**src/rtl/pool_tile_feeder_pkg.sv**
```systemverilog
// Shared definitions for the pooling tile feeder: default geometry, FSM states
// and helpers used to size counters and the downstream pooled output.
package pool_tile_feeder_pkg;

  localparam int IN_W_DEF  = 18;
  localparam int R_DEF     = 3;
  localparam int C_DEF     = 3;
  localparam int TILES_DEF = 4;

  // Geometry of the downstream max_pooling stage this feeder serves.
  localparam int R_P = 2;
  localparam int C_P = 2;
  localparam int S_P = 1;

  localparam int NUM_EL = R_DEF * C_DEF;
  localparam int CNT_W  = $clog2(NUM_EL);
  localparam int IDX_W  = $clog2(TILES_DEF);

  typedef enum logic [1:0] {
    FILL = 2'd0,
    POOL = 2'd1,
    OUT  = 2'd2,
    DONE = 2'd3
  } state_t;

  // Number of pooled values the downstream stage produces per tile.
  function automatic int pooled_count(input int r, input int c, input int rp,
                                      input int cp, input int s);
    return ((r - rp) / s + 1) * ((c - cp) / s + 1);
  endfunction

  // Counter width that stays legal (>= 1 bit) for degenerate sizes.
  function automatic int width_of(input int n);
    return (n > 1) ? $clog2(n) : 1;
  endfunction

endpackage

```
**src/rtl/pool_tile_feeder_if.sv**
```systemverilog
// Serial pixel stream with valid/ready handshake into the tile feeder.
interface pool_tile_feeder_if #(
  parameter int In_W = 18
);
  logic            in_valid;
  logic [In_W-1:0] in_data;
  logic            in_ready;

  modport master (output in_valid, output in_data, input in_ready);
  modport slave  (input in_valid, input in_data, output in_ready);
endinterface

```
**src/rtl/pool_tile_feeder_tile_buffer.sv**
```systemverilog
// Addressed register array holding one tile; element e sits at N[In_W*e +: In_W].
module pool_tile_feeder_tile_buffer #(
  parameter int In_W = 18,
  parameter int NUM  = 9,
  parameter int AW   = 4
) (
  input  logic                clk,
  input  logic                rst,
  input  logic                clr,
  input  logic                we,
  input  logic [AW-1:0]       addr,
  input  logic [In_W-1:0]     din,
  output logic [NUM*In_W-1:0] N
);

  logic [In_W-1:0] mem [NUM];

  // Write the addressed element; reset or soft clear wipes the whole tile.
  always_ff @(posedge clk) begin
    if (!rst || clr) begin
      for (int e = 0; e < NUM; e++) mem[e] <= '0;
    end else if (we) begin
      for (int e = 0; e < NUM; e++) begin
        if (addr == AW'(e)) mem[e] <= din;
      end
    end
  end

  for (genvar g = 0; g < NUM; g++) begin : g_flat
    assign N[g*In_W +: In_W] = mem[g];
  end

endmodule

```
**src/rtl/pool_tile_feeder.sv**
```systemverilog
// Producer side of the pooling interface: gathers R x C samples into a tile,
// then strobes en_pool / en_pool_out and flags tile_done when Y is valid.
//
// state | meaning
// FILL  | accepting samples, cnt = next element to write
// POOL  | en_pool high, buffer frozen
// OUT   | en_pool_out high, buffer frozen
// DONE  | tile_done (and frame_done on last tile), tile_idx advances on exit
module pool_tile_feeder
  import pool_tile_feeder_pkg::*;
#(
  parameter int In_W  = IN_W_DEF,
  parameter int R     = R_DEF,
  parameter int C     = C_DEF,
  parameter int TILES = TILES_DEF
) (
  input  logic                         clk,
  input  logic                         rst,
  input  logic                         clr,
  pool_tile_feeder_if.slave            s,
  output logic [In_W*R*C-1:0]          N,
  output logic                         en_pool,
  output logic                         en_pool_out,
  output logic                         tile_done,
  output logic [width_of(TILES)-1:0]   tile_idx,
  output logic                         frame_done
);

  localparam int NEL = R * C;
  localparam int CW  = width_of(NEL);
  localparam int IW  = width_of(TILES);
  localparam logic [CW-1:0] CNT_LAST = CW'(NEL - 1);
  localparam logic [IW-1:0] IDX_LAST = IW'(TILES - 1);

  state_t        state, nx;
  logic [CW-1:0] cnt, cnt_nx;
  logic [IW-1:0] idx_nx;
  logic          accept;
  logic          in_ready_q;

  assign s.in_ready = in_ready_q;

  // Next state, element counter and tile index.
  always_comb begin
    nx     = state;
    cnt_nx = cnt;
    idx_nx = tile_idx;
    accept = 1'b0;
    case (state)
      FILL: begin
        accept = s.in_valid && in_ready_q;
        if (accept) begin
          if (cnt == CNT_LAST) begin
            nx     = POOL;
            cnt_nx = '0;
          end else begin
            cnt_nx = cnt + CW'(1);
          end
        end
      end
      POOL: nx = OUT;
      OUT:  nx = DONE;
      DONE: begin
        nx     = FILL;
        idx_nx = (tile_idx == IDX_LAST) ? '0 : tile_idx + IW'(1);
      end
      default: nx = FILL;
    endcase
  end

  // State register and counters; soft clear behaves exactly like reset.
  always_ff @(posedge clk) begin
    if (!rst || clr) begin
      state    <= FILL;
      cnt      <= '0;
      tile_idx <= '0;
    end else begin
      state    <= nx;
      cnt      <= cnt_nx;
      tile_idx <= idx_nx;
    end
  end

  // Moore outputs registered from the next state so they line up with state.
  always_ff @(posedge clk) begin
    if (!rst || clr) begin
      in_ready_q  <= 1'b0;
      en_pool     <= 1'b0;
      en_pool_out <= 1'b0;
      tile_done   <= 1'b0;
      frame_done  <= 1'b0;
    end else begin
      in_ready_q  <= (nx == FILL);
      en_pool     <= (nx == POOL);
      en_pool_out <= (nx == OUT);
      tile_done   <= (nx == DONE);
      frame_done  <= (nx == DONE) && (tile_idx == IDX_LAST);
    end
  end

  pool_tile_feeder_tile_buffer #(
    .In_W (In_W),
    .NUM  (NEL),
    .AW   (CW)
  ) u_buf (
    .clk  (clk),
    .rst  (rst),
    .clr  (clr),
    .we   (accept),
    .addr (cnt),
    .din  (s.in_data),
    .N    (N)
  );

endmodule
```
**src/flat_wrapper.sv**
```systemverilog
// flat-port wrapper written by rule: the top's interface ports become plain ports
module pool_tile_feeder_flat import pool_tile_feeder_pkg::*;
#(
  parameter int In_W  = IN_W_DEF,
  parameter int R     = R_DEF,
  parameter int C     = C_DEF,
  parameter int TILES = TILES_DEF
)
  (clk, rst, clr, N, en_pool, en_pool_out, tile_done, tile_idx, frame_done, s_in_valid, s_in_data, s_in_ready);
  pool_tile_feeder_if #(.In_W(In_W)) s_i ();
  input  logic clk;
  input  logic rst;
  input  logic clr;
  output logic [In_W*R*C-1:0] N;
  output logic en_pool;
  output logic en_pool_out;
  output logic tile_done;
  output logic [width_of(TILES)-1:0] tile_idx;
  output logic frame_done;
  input wire logic [$bits(s_i.in_valid)-1:0] s_in_valid;
  input wire logic [$bits(s_i.in_data)-1:0] s_in_data;
  output wire logic [$bits(s_i.in_ready)-1:0] s_in_ready;
  assign s_i.in_valid = s_in_valid;
  assign s_i.in_data = s_in_data;
  assign s_in_ready = s_i.in_ready;
  pool_tile_feeder #(.In_W(In_W), .R(R), .C(C), .TILES(TILES)) u_core (.clk(clk), .rst(rst), .clr(clr), .s(s_i), .N(N), .en_pool(en_pool), .en_pool_out(en_pool_out), .tile_done(tile_done), .tile_idx(tile_idx), .frame_done(frame_done));
endmodule
```
**config.mk**
```make
export PLATFORM = sky130hd
export DESIGN_NAME = pool_tile_feeder_flat
export DESIGN_NICKNAME = d
export VERILOG_FILES = /design/src/rtl/pool_tile_feeder_pkg.sv /design/src/rtl/pool_tile_feeder_if.sv /design/src/rtl/pool_tile_feeder_tile_buffer.sv /design/src/rtl/pool_tile_feeder.sv /design/src/flat_wrapper.sv
export SDC_FILE = /design/constraint.sdc
export NUM_CORES = 1
export LEC_CHECK = 0
export CAP_MARGIN = 20
export CORE_MARGIN = 1.5
export CORE_UTILIZATION = 51
export CTS_BUF_LIST = sky130_fd_sc_hd__clkbuf_4
export DETAILED_ROUTE_END_ITERATION = 7
export PLACE_DENSITY = 0.88
export SKIP_LAST_GASP = 1
export SYNTH_ARGS = -nofsm -noshare
export SYNTH_HDL_FRONTEND = slang
export SYNTH_HIERARCHICAL = 1
export SYNTH_SLANG_ARGS = --single-unit
export TNS_END_PERCENT = 1
```
**constraint.sdc**
```tcl
create_clock -name clk -period 7.7 [get_ports clk]
set_clock_uncertainty 0.05 [all_clocks]
set_input_delay 1.54 -clock clk [delete_from_list [all_inputs] [get_ports clk]]
set_output_delay 1.54 -clock clk [all_outputs]
set_load 0.01 [all_outputs]
```
# == Word-level counts from Yosys, hierarchy flattened ==
# Memories as Yosys holds them, arrays and structs flattened.
# Cells that the tools add are included.
# totals
in_bits,22
ram_bits,162
n_memories,1
elab_cells,96
out_inout_bits,169
register_bits,13
# memory_table
memory,words,width,rd,rd_ports_with_merged_regs,write_ports,line,source
u_core.u_buf.mem,9,18,9,0,9,pool_tile_feeder_tile_buffer.sv:16,logic [In_W-1:0] mem [NUM];
# op_classes
bitwise_logic,9
n_addsub,2
muxes,53
reduce_logical,8
eq_ne,15
# op_table
operator,n
18-bit 2-to-1 mux,9
1-bit 2-to-1 mux,39
"4-bit by 3-bit == test with 1-bit output, second input constant",4
"2-bit == test, second input constant",5
1-bit bitwise OR,9
"4-bit by 2-bit == test with 1-bit output, second input constant",2
2-bit case mux with 4 select lines,1
2-bit 2-to-1 mux,3
"4-bit by 1-bit adder with 4-bit output, second input constant",1
"2-bit by 1-bit == test with 1-bit output, second input constant",2
"4-bit by 1-bit == test with 1-bit output, second input constant",1
"4-bit == test, second input constant",1
2-bit logical NOT,2
4-bit logical NOT,1
4-bit 2-to-1 mux,1
"2-bit by 1-bit adder with 2-bit output, second input constant",1
1-bit logical AND,2
2-bit AND reduction,1
1-bit logical NOT,1
1-bit logical OR,1

# == Logic depth before layout (Yosys ltp) ==
# Gate-level depths: netlist of run 1.
# logic_depth
word_depth,6
depth_mapped,8
depth_no_buf,7

# == By module ==
# Netlist of run 1, hierarchy kept.
# modules_own_cells
module,cells_each,area_each_um2,instances,seq_area_each_um2
pool_tile_feeder_tile_buffer,201,5200.0,1,4864.7
pool_tile_feeder,56,570.5,1,260.2

# == Worst setup path after synthesis of run 1 ==
# Ideal clock, no wire load.
# synth_path
path_type,input -> register
startpoint,input port s_in_valid
endpoint,"memory u_core.u_buf.mem[0][0], enable pin"
slack_ns,3.695
n_path_buf,0
t_arrival_ns,3.537
t_required_ns,7.232
cell_stages,4
setup_ns,0.418
path_cell_list,nand3_2 inv_1 or3b_4 o21ai_0
# synth_lines
item,line,source
from (decl),flat_wrapper.sv:20,input wire logic [$bits(s_i.in_valid)-1:0] s_in_valid;
to (decl),pool_tile_feeder_tile_buffer.sv:16,

==> results of run 1 <==
## per-layer routing
layer  vias up  part of all wire [%]
met3        10                    10
met2       190                    52
met4         0                   1.4
li1       1436                     -
met5         -                     0
met1      1552                    37
## logic make-up (layout without fill, tap and decap cells)
logic type | count (synthesis) | after routing | share of synthesized area [%]
xor gates and xnor gates | 2 | 2 | 0.304
adders and majority gates | 8 | 8 | 1.73
DFF | 175 | 175 | 88.8
muxes | 4 | 4 | 0.694
buffers and inverters | 7 | 237 | 0.737
and+or+nand+nor | 47 | 47 | 6.09
AOI/OAI and AO/OA | 14 | 14 | 1.63
## cell usage in the layout, fill, tap and decap left out, types with 2 or more instances in the layout
cell type | synthesis | routed
inv_8 | 0 | 2
nor2_1 | 8 | 8
nand2b_1 | 3 | 3
and2b_2 | 8 | 8
nor2b_2 | 6 | 6
o31ai_4 | 0 | 2
o21ai_0 | 9 | 2
clkdlybuf4s50_1 | 0 | 190
ha_1 | 8 | 8
and2_1 | 3 | 3
dfxtp_1 | 13 | 13
edfxtp_1 | 162 | 162
nand3b_1 | 2 | 2
clkbuf_4 | 0 | 18
mux2i_1 | 4 | 4
nor2b_4 | 4 | 4
buf_8 | 0 | 5
clkinv_4 | 0 | 4
buf_4 | 0 | 3
o21ai_2 | 0 | 7
inv_6 | 0 | 4
inv_1 | 6 | 6
nand3_1 | 2 | 2
## area by class of cell
cell class / count / share of cell area [%]
Clock buffer: 18 / 1.63
Multi-Input combinational cell: 75 / 7.94
Tap cell: 140 / 2.12
Timing Repair Buffer: 199 / 24.3
Inverter: 6 / 0.272
Sequential cell: 175 / 61.9
Clock inverter: 14 / 1.83
## sequential cells by signal, indices dropped and copies added, names as in the netlist
name / flops
u_core/u_buf/mem: 162
u_core/cnt: 4
u_core/state: 2
u_core/tile_idx: 2
u_core/en_pool: 1
u_core/en_pool_out: 1
u_core/frame_done: 1
u_core/s.in_ready: 1
u_core/tile_done: 1
## metrics by stage
stage | setup slack [ps] | area [sq um] | total power [uW] | utilization, % | hold WS, ps
floorplan | 3700 | 5770 | 1160 | - | 445
global placement | 3530 | 7900 | 1270 | 72.3 | 468
detailed placement | 3520 | 7950 | 1280 | 72.7 | 476
CTS | 4120 | 8240 | 1760 | 75.3 | 503
global route | 4130 | 8280 | 1810 | 75.7 | 536
finish | 4170 | 8280 | 1750 | 75.7 | 505
## tightest hold or removal path: cells and delay by family, from the launching register on
kind	cells	cell delay [ps]
and+or+nand+nor	1	50
DFF	1	350
muxes	1	130
## power by group
part / switching (uW) / internal (uW)
clock: 316 / 176
combinational: 71.6 / 88.0
sequential: 17.5 / 1080
total: 405 / 1340
## how the worst max path moves through the flow
stage / from / to / slack (ps)
after detailed placement: s_in_valid / u_core/u_buf/mem[0][25] / 3520
after CTS: s_in_valid / u_core/u_buf/mem[0][27] / 4120
after floorplan: s_in_valid / u_core/u_buf/mem[0][0] / 3700
after global routing: s_in_valid / u_core/u_buf/mem[0][11] / 4130
final: s_in_valid / u_core/u_buf/mem[0][26] / 4170
after global placement: s_in_valid / u_core/u_buf/mem[0][8] / 3530
==> impl_metrics.py, run 1 <==
metrics = {
    "worst_setup_path": {
        "crit_required_ps": 7970,
        "timing.rr.end": "u_core/u_buf/mem[0][26]",
        "worst_r2r_path_depth": 7,
        "crit_type": "input pin to flip-flop",
        "crit_cells": 6,
        "crit_arrival_ps": 3800,
        "critical_path_buf_inv_count": 2,
        "path_cells": "clkdlybuf4s50_1 > nand3_2 > inv_1 > or3b_4 > o41a_4 > nor2b_2",
        "r2r_setup_slack_ps": 4930,
        "worstPathMaxFanout": 18,
        "endpoint_kind": "flip-flop",
        "start_kind": "input pin",
        "worst_path_dominant_cell_family": "simple AND/OR/NAND/NOR gates",
        "cp_slowest_cell": "o41a_4",
        "slowest_delay_ps": 610,
        "regToRegStartpoint": "u_core/state[0]",
    },
    "global_route": {
        "gr-usage-all-layers_pct": 22.7,
        "gr-usage-met2_pct": 37.6,
        "antenna_found_initial": 0,
        "grt.busiest_layer": "met2",
        "grt_use_met1_pct": 27.8,
        "grt_overflow_total": 0,
        "grt_max_degree": 19,
        "met3_usage_pct": 6.70,
        "grt_first_pass_wirelength_um": 18200,
        "grt_pass1_vias": 3043,
    },
    "detailed_routing": {
        "drt_iter0_drc": 237,
        "drc_errors": 0,
        "firstDrtPassIters": 4,
        "avgRoutedWirePerCell_um": 21.2,
        "drt-vias-per-instance": 5.08,
        "via_count": 3188,
        "antenna_left": 0,
        "finalWirelength_um": 13300,
    },
    "sta": {
        "rsz0062_at_grt": "false",
        "fin_crit_sh_pct": 45.8,
        "slew_violations": 0,
        "tightest_slew_ps": 978,
        "slew_headroom_pct": 34.5,
        "fmax_ghz": 0.283,
        "period_minus_slack_ps": 3530,
        "hold_viol_final": 0,
        "setup_viol": 0,
        "fin_setup_tns_ps": 0,
    },
    "yosys": {
        "avgSynthCellArea_sq_um": 22.5,
        "synthTopCellsByCount": "162 x edfxtp_1, 13 x dfxtp_1, 9 x o21ai_0",
        "yosysSeqAreaShare_pct": 88.8,
        "synth_area_sq_um": 5770,
        "ys_warn_count": 6,
        "synth_top_area_share_pct": 84.3,
        "synthArstFlopShare_pct": 0,
        "yosysTopAreaCell": "edfxtp_1",
        "synth_edf_count": 162,
        "synthFlopType": "edfxtp_1",
        "yosysUniqueCellTypes": 32,
        "synth_area_leaders": "edfxtp_1 84%, dfxtp_1 4.5%, ha_1 1.7%",
        "synth_most_common_cell": "edfxtp_1",
        "syn_inst": 257,
        "syn-num-nets": 287,
        "synth_seq_cells": 175,
    },
    "cts": {
        "clkSinkCount": 175,
        "cts_resized": 0,
        "cts_hold_buf": 0,
        "post_cts_buffers": 0,
        "h-tree-depth": 4,
        "cts_buffer_depth": 2,
        "cts_tree": "built",
        "cts.clk_slew.worst_paths_ps": 140,
        "clkLatencyLatePin_ps": 530,
        "numCtsBuffers": 17,
        "cts_root_buffer": "clkbuf_4",
    },
    "layout": {
        "nNetsFinal": 504,
        "syn_to_final_growth_pct": 43.4,
        "fill_cells": 613,
        "finalNonFillerCells": 627,
        "seqCellArea_sq_um": 5120,
        "diodes": 0,
        "multi_input_area_sq_um": 657,
        "layout-drive-gt1-share_pct": 15.0,
    },
    "hold_path": {
        "hold_depth": 2,
        "hp-class": "flip-flop to flip-flop",
        "hold_path_end": "u_core/tile_idx[1]",
        "min-delay-start": "u_core/tile_idx[1]",
    },
    "floorplan": {
        "die-area_sq_um": 12000,
        "coreArea_sq_um": 10900,
        "rows": 38,
        "die_w_um": 109,
        "fp.dieH_um": 109,
        "io_pins": 191,
        "start_util_pct": 52.8,
    },
    "place": {
        "io_buffers": 190,
        "hpwl_um": 9370,
        "place_inst": 592,
        "gp_congestion": 0.804,
    },
    "flow_run": {
        "drv_cap": 0,
    },
    "status": {
        "status": "finished, final reports clean",
    },
    "power_and_ir_drop": {
        "vdd_drop_max_uv": 123,
        "p_leak_uw": 0.00309,
        "power.density_nw_per_um2": 211,
    },
}
Note: power is estimated with default switching activity, not from simulation.
==> inputs of run 2 (changes only) <==
Settings changed: CORE_UTILIZATION 51 to 47, PLACE_DENSITY 0.88 to 0.82.
Clock period 7.7 ns to 3.7 ns, I/O delays scaled along.
==> run 2 against run 1 <==
- sequential share of layout area about the same
- via count increased by 0.22%
- worst hold slack about the same
==> impl_metrics.py, run 2 (synthesized netlist as in run 1, its figures left out) <==
metrics = {
    "status": {
        "status": "finished, final reports clean",
    },
    "detailed_routing": {
        "drt_iter0_drc": 203,
        "drt-vias-per-instance": 5.01,
        "via_count": 3195,
        "antenna_left": 0,
        "drc_errors": 0,
        "finalWirelength_um": 13200,
        "avgRoutedWirePerCell_um": 20.7,
        "firstDrtPassIters": 4,
    },
    "layout": {
        "largest_reg_flops": 162,
        "finalNonFillerCells": 638,
        "top_register": "u_core/u_buf/mem",
        "layout_common_cells": "190 x clkdlybuf4s50_1, 162 x edfxtp_1, 20 x clkbuf_4, 13 x dfxtp_1, 12 x buf_4",
        "final_common_cell": "clkdlybuf4s50_1",
        "layout-drive-gt1-share_pct": 15.7,
        "diodes": 0,
        "final_area_sq_um": 8280,
        "seqCellArea_sq_um": 5120,
        "largestRegisters": "u_core/u_buf/mem x162, u_core/cnt x4",
        "nNetsFinal": 509,
        "multi_input_area_sq_um": 657,
        "fill_cells": 788,
        "syn_to_final_growth_pct": 43.5,
    },
    "sta": {
        "slew_headroom_pct": 60.5,
        "period_minus_slack_ps": 2730,
        "hold_viol_final": 0,
        "fin_crit_sh_pct": 73.8,
        "fmax_ghz": 0.366,
        "setup_viol": 0,
        "rsz0062_at_grt": "false",
        "slew_violations": 0,
        "fin_setup_tns_ps": 0,
        "tightest_slew_ps": 593,
    },
    "cts": {
        "cts_tree": "built",
        "h-tree-depth": 4,
        "cts_hold_buf": 0,
        "cts_root_buffer": "clkbuf_4",
        "cts_buffer_depth": 2,
        "clkSinkCount": 175,
        "numCtsBuffers": 17,
        "post_cts_buffers": 0,
        "clkLatencyLatePin_ps": 520,
        "cts_resized": 0,
        "cts.clk_slew.worst_paths_ps": 130,
    },
    "global_route": {
        "grt_pass1_vias": 3213,
        "grt_first_pass_wirelength_um": 19200,
        "antenna_found_initial": 0,
        "grt_overflow_total": 0,
        "grt_max_degree": 19,
        "gr-usage-all-layers_pct": 21.0,
    },
    "floorplan": {
        "io_pins": 191,
        "rows": 40,
        "die_w_um": 114,
        "fp.dieH_um": 114,
        "start_util_pct": 48.0,
        "die-area_sq_um": 13000,
        "coreArea_sq_um": 12000,
    },
    "worst_setup_path": {
        "endpoint_kind": "flip-flop",
        "timing.rr.end": "u_core/u_buf/mem[0][153]",
        "r2r_setup_slack_ps": 970,
        "crit_arrival_ps": 2990,
        "crit_required_ps": 3960,
        "crit_type": "input pin to flip-flop",
        "regToRegStartpoint": "u_core/state[0]",
        "start_kind": "input pin",
        "startpoint": "s_in_valid",
        "crit_end": "u_core/u_buf/mem[0][153]",
        "worst_r2r_path_depth": 7,
        "worstPathMaxFanout": 18,
    },
    "flow_run": {
        "drv_cap": 0,
    },
    "power_and_ir_drop": {
        "p_leak_uw": 0.00308,
        "vdd_drop_max_uv": 223,
        "power.density_nw_per_um2": 433,
    },
    "hold_path": {
        "hp-class": "flip-flop to flip-flop",
        "hold_depth": 2,
    },
    "place": {
        "gp_congestion": 0.838,
        "hpwl_um": 9250,
        "place_area_sq_um": 8020,
        "place_inst": 607,
        "io_buffers": 190,
    },
}
## run 2: cell count changes in the layout (fill, tap and decap cells not counted), moves of 2 or more
cell | before | now
buf_8 | 5 | 0
inv_8 | 2 | 0
buf_12 | 0 | 2
buf_4 | 3 | 12
clkinvlp_4 | 1 | 5
clkbuf_4 | 18 | 20
inv_6 | 4 | 2
## run 2: worst max-delay path: stages
cell and delay, ps:
clkdlybuf4s50_1 500, nand3_2 160, inv_1 170, or3b_4 440, o41a_4 610, nor2b_2 340
## run 2: area by class of cell
class,instances,share of cell area (%)
flip-flops and latches,175,61.9
repair buffers,204,24.5
multi-input cells,75,7.93
well taps,147,2.22
clock buffers,20,1.81
clock inverters,11,1.34
inverters,6,0.272
## run 2: worst min-delay path by stage
stage / start / to / slack [ps]
after floorplan: u_core/cnt[3] / u_core/cnt[3] / 440
after global placement: u_core/tile_idx[1] / u_core/tile_idx[1] / 460
after detailed placement: u_core/tile_idx[1] / u_core/tile_idx[1] / 480
after CTS: u_core/tile_idx[0] / u_core/tile_idx[0] / 510
after global routing: u_core/tile_idx[1] / u_core/tile_idx[1] / 540
final: u_core/tile_idx[1] / u_core/tile_idx[1] / 500
## run 2: through the flow
stage               total power, uW  hold WS [ps]  util (%)  worst slack [ps]
finish                         3580           505      68.9               969
global route                   3720           538      68.9               831
CTS                            3620           512      68.9              1000
detailed placement             2660           481      66.8               467
global placement               2660           459      66.8               572
floorplan                      2410           445         -               495
## run 2: per-layer routing
layer | GRT usage, % | vias to the layer above | wire (um)
li1 | - | 1439 | -
met2 | 34.3 | 154 | 6740
met4 | 6.83 | 0 | 79
met5 | 0 | - | 0
met1 | 26.0 | 1596 | 5260
met3 | 8.08 | 6 | 1150
## run 2: where the power goes
group          total (uW)  switching [uW]  internal (uW)  leakage, uW
Sequential           2280            34.8           2240      0.00191
Clock                 970             611            359     0.000128
Combinational         336             150            185      0.00104
==> inputs of run 3 (changes only) <==
Clock period 3.7 ns to 2.6 ns, I/O delays scaled along.
==> run 3 against run 2 <==
- die area is the same
- sequential cell count is the same
- via count grew 1.4%
- critical path depth grew 2
- non-clock buffer count grew 9
- critical path type is now flip-flop to flip-flop
- highest routed layer unchanged
- sequential power grew 42%
==> impl_metrics.py, run 3 (synthesized netlist as in run 1, its figures left out) <==
metrics = {
    "place": {
        "hpwl_um": 9420,
        "place_area_sq_um": 8090,
        "io_buffers": 190,
        "place_inst": 616,
        "gp_congestion": 0.808,
    },
    "worst_setup_path": {
        "endpoint_kind": "flip-flop",
        "crit_type": "flip-flop to flip-flop",
        "crit_arrival_ps": 2860,
        "start_kind": "flip-flop",
        "cp_slowest_cell": "o41a_4",
        "crit_required_ps": 2920,
        "timing.critical_path.mode_cell": "inv_1",
        "slowest_delay_ps": 580,
        "path_cells": "inv_1 > ha_1 > nand3_2 > inv_1 > or3b_4 > o41a_4 > buf_4 > nor2b_4",
        "worstPathMaxFanout": 17,
    },
    "detailed_routing": {
        "finalWirelength_um": 13600,
        "drt-vias-per-instance": 5.00,
        "drt_iter0_drc": 207,
        "avgRoutedWirePerCell_um": 21.0,
        "firstDrtPassIters": 4,
        "antenna_left": 0,
        "via_count": 3241,
        "drc_errors": 0,
    },
    "global_route": {
        "gr-usage-all-layers_pct": 21.8,
        "grt_first_pass_wirelength_um": 19800,
        "grt_max_degree": 19,
        "antenna_found_initial": 0,
        "grt_overflow_total": 0,
        "grt_pass1_vias": 3303,
    },
    "floorplan": {
        "io_pins": 191,
        "rows": 40,
        "die-area_sq_um": 13000,
        "start_util_pct": 48.0,
        "coreArea_sq_um": 12000,
        "fp.dieH_um": 114,
        "die_w_um": 114,
    },
    "cts": {
        "cts_resized": 0,
        "cts_root_buffer": "clkbuf_4",
        "cts_buffer_depth": 2,
        "h-tree-depth": 4,
        "numCtsBuffers": 17,
        "cts_tree": "built",
        "clkSinkCount": 175,
        "post_cts_buffers": 0,
        "clkLatencyLatePin_ps": 540,
        "cts.clk_slew.worst_paths_ps": 150,
    },
    "layout": {
        "largestRegisters": "u_core/u_buf/mem x162, u_core/cnt x4",
        "finalNonFillerCells": 648,
        "seqCellArea_sq_um": 5120,
        "nNetsFinal": 518,
        "final_area_sq_um": 8380,
        "top_register": "u_core/u_buf/mem",
        "syn_to_final_growth_pct": 45.2,
        "multi_input_area_sq_um": 657,
        "layout_common_cells": "190 x clkdlybuf4s50_1, 162 x edfxtp_1, 21 x buf_4, 17 x clkbuf_4, 13 x dfxtp_1",
        "layout-drive-gt1-share_pct": 17.4,
        "diodes": 0,
        "largest_reg_flops": 162,
        "fill_cells": 802,
        "final_common_cell": "clkdlybuf4s50_1",
    },
    "sta": {
        "period_minus_slack_ps": 2540,
        "fmax_ghz": 0.394,
        "setup_viol": 0,
        "slew_headroom_pct": 33.6,
        "slew_violations": 0,
        "rsz0062_at_grt": "true",
        "hold_viol_final": 0,
        "fin_crit_sh_pct": 97.7,
        "tightest_slew_ps": 992,
    },
    "power_and_ir_drop": {
        "power.density_nw_per_um2": 626,
        "vdd_drop_max_uv": 329,
        "p_leak_uw": 0.00314,
        "p_total_uw": 5250,
    },
    "flow_run": {
        "drv_cap": 0,
    },
    "hold_path": {
        "hp-class": "flip-flop to flip-flop",
    },
    "status": {
        "status": "finished, final reports clean",
    },
}
## run 3: final cells by class
type                    count  area share [%]
inverters                   6           0.269
repair buffers            213            25.1
well taps                 147            2.20
flip-flops and latches    175            61.2
clock buffers              17            1.52
clock inverters            15            1.94
multi-input cells          75            7.84
## run 3: per-layer routing
layer	GRT usage (%)	vias up	share of wire, %
met3	7.70	17	8.6
met4	8.25	0	1.7
met1	27.3	1601	40
li1	-	1459	-
met5	0	-	0
met2	35.3	164	49
## run 3: worst paths after layout
| kind | start | to | slack (ps) | depth (start not counted) |
|---|---|---|---|---|
| max | u_core/state[0] | u_core/u_buf/mem[0][123] | 60 | 8 |
| max reg2reg | u_core/state[0] | u_core/u_buf/mem[0][123] | 60 | 8 |
| min | u_core/tile_idx[0] | u_core/tile_idx[0] | 520 | 2 |
| min reg2reg | u_core/tile_idx[0] | u_core/tile_idx[0] | 520 | 2 |
## run 3: power by group
group / switching (uW) / total, uW / internal (uW)
clock: 991 / 1520 / 527
combinational: 223 / 493 / 271
sequential: 44.1 / 3240 / 3190
total: 1260 / 5250 / 3990
## run 3: what timing repair did
item,in CTS,in global routing
hold endpoints to repair,0,0
setup endpoints to repair,0,97
hold buffers,0,0
## run 3: worst max-delay path: cells and delay by family (launching register included)
kind / cells / cell delay [ps]
buffers and inverters: 3 / 410
DFF: 1 / 370
and+or+nand+nor: 3 / 690
AOI/OAI and AO/OA: 1 / 580
adders and majority gates: 1 / 250
## run 3: per-stage QoR
step,worst slack (ps),setup TNS (ps),hold WS (ps),util (%)
global route,-86.9,-4410,544,69.8
finish,60.0,0,521,69.8
detailed placement,-202,-24190,497,67.3
floorplan,-263,-17520,445,-
CTS,73.9,0,518,69.8
global placement,-128,-11820,480,67.3
